`src/rtl/round_constant_sequencer.sv`:
```
// round_constant_sequencer: multicycle companion to the single-cycle
// round-constant instruction. It adds one round constant per enabled clock
// to a 7-bit state value, walking the round index with wrap-around, and
// returns the final value with a one-cycle done pulse.
module round_constant_sequencer #(
  parameter int DATA_W     = 7,
  parameter int NUM_ROUNDS = 12
) (
  input  logic        clk,
  input  logic        reset,
  input  logic        clk_en,
  input  logic        start,
  input  logic [31:0] dataa,
  input  logic [31:0] datab,
  output logic [31:0] result,
  output logic        done,
  output logic        busy
);

  typedef enum logic [1:0] {
    IDLE,
    RUN,
    FINISH
  } state_t;

  localparam logic [3:0] LAST_IDX = 4'(NUM_ROUNDS - 1);

  state_t              state;
  logic [DATA_W-1:0]   acc;
  logic [DATA_W-1:0]   result_q;
  logic [DATA_W-1:0]   round_const;
  logic [3:0]          idx;
  logic [3:0]          cnt;
  logic                unused_bits;

  // Operand bits above the fields we use are deliberately ignored.
  assign unused_bits = ^{dataa[31:DATA_W], datab[31:8]};

  // Final value is zero-extended onto the 32-bit result bus.
  assign result = {{(32 - DATA_W){1'b0}}, result_q};

  // Round-constant table; indices past the last entry reuse the last constant.
  always_comb begin
    round_const = DATA_W'(7'h22);
    case (idx)
      4'd0:    round_const = DATA_W'(7'h5A);
      4'd1:    round_const = DATA_W'(7'h34);
      4'd2:    round_const = DATA_W'(7'h73);
      4'd3:    round_const = DATA_W'(7'h66);
      4'd4:    round_const = DATA_W'(7'h57);
      4'd5:    round_const = DATA_W'(7'h35);
      4'd6:    round_const = DATA_W'(7'h71);
      4'd7:    round_const = DATA_W'(7'h62);
      4'd8:    round_const = DATA_W'(7'h5F);
      4'd9:    round_const = DATA_W'(7'h25);
      4'd10:   round_const = DATA_W'(7'h51);
      default: round_const = DATA_W'(7'h22);
    endcase
  end

  // Controller: latch operands on start, accumulate one constant per enabled
  // clock while counting down, then publish the result with a done pulse.
  always_ff @(posedge clk or posedge reset) begin
    if (reset) begin
      state    <= IDLE;
      acc      <= '0;
      idx      <= '0;
      cnt      <= '0;
      result_q <= '0;
      done     <= 1'b0;
      busy     <= 1'b0;
    end else if (clk_en) begin
      done <= 1'b0;
      case (state)
        IDLE: begin
          if (start) begin
            acc   <= dataa[DATA_W-1:0];
            idx   <= datab[3:0];
            cnt   <= datab[7:4];
            busy  <= 1'b1;
            state <= (datab[7:4] == 4'd0) ? FINISH : RUN;
          end
        end
        RUN: begin
          acc <= acc + round_const;
          idx <= (idx >= LAST_IDX) ? 4'd0 : idx + 4'd1;
          cnt <= cnt - 4'd1;
          if (cnt == 4'd1) begin
            state <= FINISH;
          end
        end
        FINISH: begin
          result_q <= acc;
          done     <= 1'b1;
          busy     <= 1'b0;
          state    <= IDLE;
        end
        default: begin
          state <= IDLE;
        end
      endcase
    end
  end

endmodule

```
`config.mk`:
```
export PLATFORM = sky130hd
export DESIGN_NAME = round_constant_sequencer
export DESIGN_NICKNAME = d
export VERILOG_FILES = /design/src/rtl/round_constant_sequencer.sv
export SDC_FILE = /design/constraint.sdc
export NUM_CORES = 1
export LEC_CHECK = 0
export ABC_AREA = 1
export CAP_MARGIN = 25
export CELL_PAD_IN_SITES_DETAIL_PLACEMENT = 1
export CELL_PAD_IN_SITES_GLOBAL_PLACEMENT = 2
export CORE_UTILIZATION = 19
export DETAILED_ROUTE_END_ITERATION = 16
export GPL_ROUTABILITY_DRIVEN = 1
export PLACE_DENSITY = 0.78
export SLEW_MARGIN = 25
export SYNTH_ARGS = -nofsm -noshare
export SYNTH_HDL_FRONTEND = slang
export SYNTH_SLANG_ARGS = --single-unit
```
`constraint.sdc`:
```
create_clock -name clk -period 1.97 [get_ports clk]
set_input_delay 0.394 -clock clk [delete_from_list [all_inputs] [get_ports clk]]
set_output_delay 0.394 -clock clk [all_outputs]
set_load 0.05 [all_outputs]
```
==> flow_summary.toml <==
[layout]
fin_nets = 385
fin_util = 0.260
diodes = 0
stdcell_count = 432
drive_gt1_frac = 0.224
area_growth_pct = 31.5

[placement]
gp_congestion = 0.748
portBuffers = 27
dp.cells = 424
dp_hpwl_mm = 3.96
post-place-ws_ns = -0.233

[setup_path]
critPathMostFrequentCell = "nand2_1"
cp_top_family = "adder cells"
crit_type = "reg -> reg"
critPathSlowestCell = "dfrtp_1"
cp_max_fo = 3
worstPathRequired_ns = 2.13
cp_slowest_stage_delay_ns = 0.40
crit_arrival_ns = 2.33
crit_buf_inv = 3
crit_path_start_kind = "register"
path_cells = "ha_2 -> inv_2 -> buf_6 -> ha_4 -> o31a_1 -> ha_1 -> nand2_1 -> inv_2 -> nand3_2 -> nand3_1 -> nand2_1 -> nand3_1 -> nand2_1 -> nand2_1"
endpoint_kind = "register"

[clocking]
cts_buffers = 3
cts.clk_slew.worst_paths_ns = 0.10
root_buffer = "clkbuf_8"
h-tree-depth = 1
clock_sinks = 26
clk-insertion-delay-late_ns = 0.27
cts_buffer_depth = 2
cts_tree = "yes"

[power_and_ir_drop]
p_leak_nw = 1.24
pwr_density_cell_mw_per_mm2 = 1890
switchingPower_w = 0.00241
combPwrFrac = 0.728
p_int_w = 0.00242
seqPwrFrac = 0.208
finalPower_w = 0.00483
clkPwrFrac = 0.064
ir_drop_mv = 0.397
netSwitchingFraction = 0.499

[logic_synthesis]
yosysTopAreaCell = "dfrtp_1"
synthesis.instances = 247
yosysWarnings = 0
synth_seq_area_share = 0.335
yosys_register_bits = 26
synth_top_family_by_area = "simple AND/OR/NAND/NOR gates"
yosys-top-cells-area = "dfrtp_1, nand2_1, buf_4"
synthArstFlopShare = 1.00
netlist_top_cells_count = "nand2_1, inv_1, buf_4"
synth_area_mm2 = 0.00194
synth-xor-area-share = 0.0135
synth_edf_count = 0
yosys.area_share.simple = 0.195
post-synth-top-count-cell = "nand2_1"
synth.distinct_cells = 31
syn_area_per_cell_um2 = 7.85
synth.mux.area_fraction = 0.0232
synthFlopType = "dfrtp_1"
synth_fa_ha_area_frac = 0.107
synth_compound_area_frac = 0.145
synth_top_area_share = 0.335

[floorplanning]
fp.dieW_um = 103
core_mm2 = 0.00982
pin_count = 102
num_rows = 36
die-area_mm2 = 0.0106
start_util = 0.198
die_y_um = 103

[route]
ant_nets = 0
drc = 0
avgViaCountPerCell = 3.93
drt-pass1-iter-count = 4
drt-initial-drc-count = 27
routed_wl_mm = 5.22
vias = 1698
wl_per_cell_um = 12.1

[timing]
skew_ns = 0.00764
setup_violations = 5
fin_ws_ns = -0.198
finalHoldViolations = 0
relSlewSlack = 0.666
report.final.slew_viol_count = 0
fin_crit_ns = 2.17
tightest_slew_ns = 0.499
period_share = 1.10
fmax_mhz = 461
fin_tns_setup_ns = -0.692
grt_setup_unrepaired = "yes"

[grt]
met2_usage = 0.193
grt_start_max_net_pins = 27
gr-usage-met3 = 0.0183
grt_first_pass_wirelength_mm = 8.35
first_global_vias = 1710
top_usage_layer = "met2"
use_met1 = 0.124
overflow = 0
track_usage = 0.105
antenna_found_initial = 0

[min_path]
hp-class = "in -> async"

[job]
maxCapViolations = 0

[outcome]
violations = "setup timing"
outcome = "finished with violations"
[path summary, 6_finish.rpt]
kind	from	to	slack, ns	cells after the start
setup / recovery	idx[1]	acc[6]	-0.20	14
hold / removal	reset	idx[0]	0.48	3
setup reg to reg	idx[1]	acc[6]	-0.20	14
hold reg to reg	result_q[6]	result_q[6]	0.50	2
max in group asynchronous	reset	cnt[2]	1.22	3
min in group clk	result_q[6]	result_q[6]	0.50	2
[power groups by stage]
stage | Clock [W] | Combinational, W | Sequential [W]
finish | 0.000311 | 0.00352 | 0.00100
global route | 0.000351 | 0.00392 | 0.00104
CTS | 0.000333 | 0.00341 | 0.00100
detailed placement | 0 | 0.00318 | 0.00102
global placement | 0 | 0.00309 | 0.00101
floorplan | 0 | 0.00188 | 0.00128
[cells in the final DEF (no fill, tap or decap), drive strengths merged, types with 4 or more instances in the layout]
cell           netlist  final
a21oi               14     14
buf                 29     31
clkdlybuf4s50        0     23
conb                 1     25
dfrtp               26     26
ha                  15     15
inv                 31     31
mux2                 4      4
nand2               56     56
nand3               12     12
nor2                19     19
o21ai               21     21
[metal layers]
metal,share of wire,wire length [µm],vias up
li1,-,-,848
met2,0.53,2770,37
met3,0.035,181,7
met1,0.42,2200,806
met5,0,0,-
met4,0.014,72,0
[registers in the layout (all words and copies together), names as in the netlist]
register / flops
done: 1
state: 2
idx: 4
busy: 1
acc: 7
result_q: 7
cnt: 4
[logic make-up after synthesis]
family / count (synthesis)
other: 1
XOR/XNOR: 3
adder cells (fa/ha/maj): 16
multiplexers: 4
AND/OR/NAND/NOR: 90
flip-flops: 26
AO/OA/AOI/OAI: 46
buffers and inverters: 61
[what timing repair did]
| action | 4_1_cts | 5_1_grt |
|---|---|---|
| setup endpoints to repair | 6 | 6 |
| buffers inserted | 4 | 2 |
| endpoints found under the hold margin | 0 | 0 |
| pin swaps | 19 | 13 |
| resized for setup | 17 | 4 |
| hold buffers | 0 | 0 |
[metrics by stage]
stage	area [µm²]	hold WS (ns)
6_report	2550	0.485
5_1_grt	2550	0.532
4_1_cts	2520	0.501
3_5_place_dp	2410	0.491
3_3_place_gp	2410	0.480
2_1_floorplan	2040	0.434
[cell type report]
cell class,instances,area [µm²]
fillers,1234,7270
flip-flops and latches,26,651
multi-input cells,184,1100
clock buffers,3,41.3
inverters,32,121
repair buffers,54,467
well taps,133,166
[worst reg2reg max path: stages (launching register included)]
cell	delay, ns
dfrtp_1	0.40
ha_2	0.19
inv_2	0.05
buf_6	0.12
ha_4	0.14
o31a_1	0.30
ha_1	0.32
nand2_1	0.08
inv_2	0.05
nand3_2	0.07
nand3_1	0.08
nand2_1	0.07
nand3_1	0.07
nand2_1	0.07
nand2_1	0.06
Note: power is estimated with default switching activity, not from simulation.
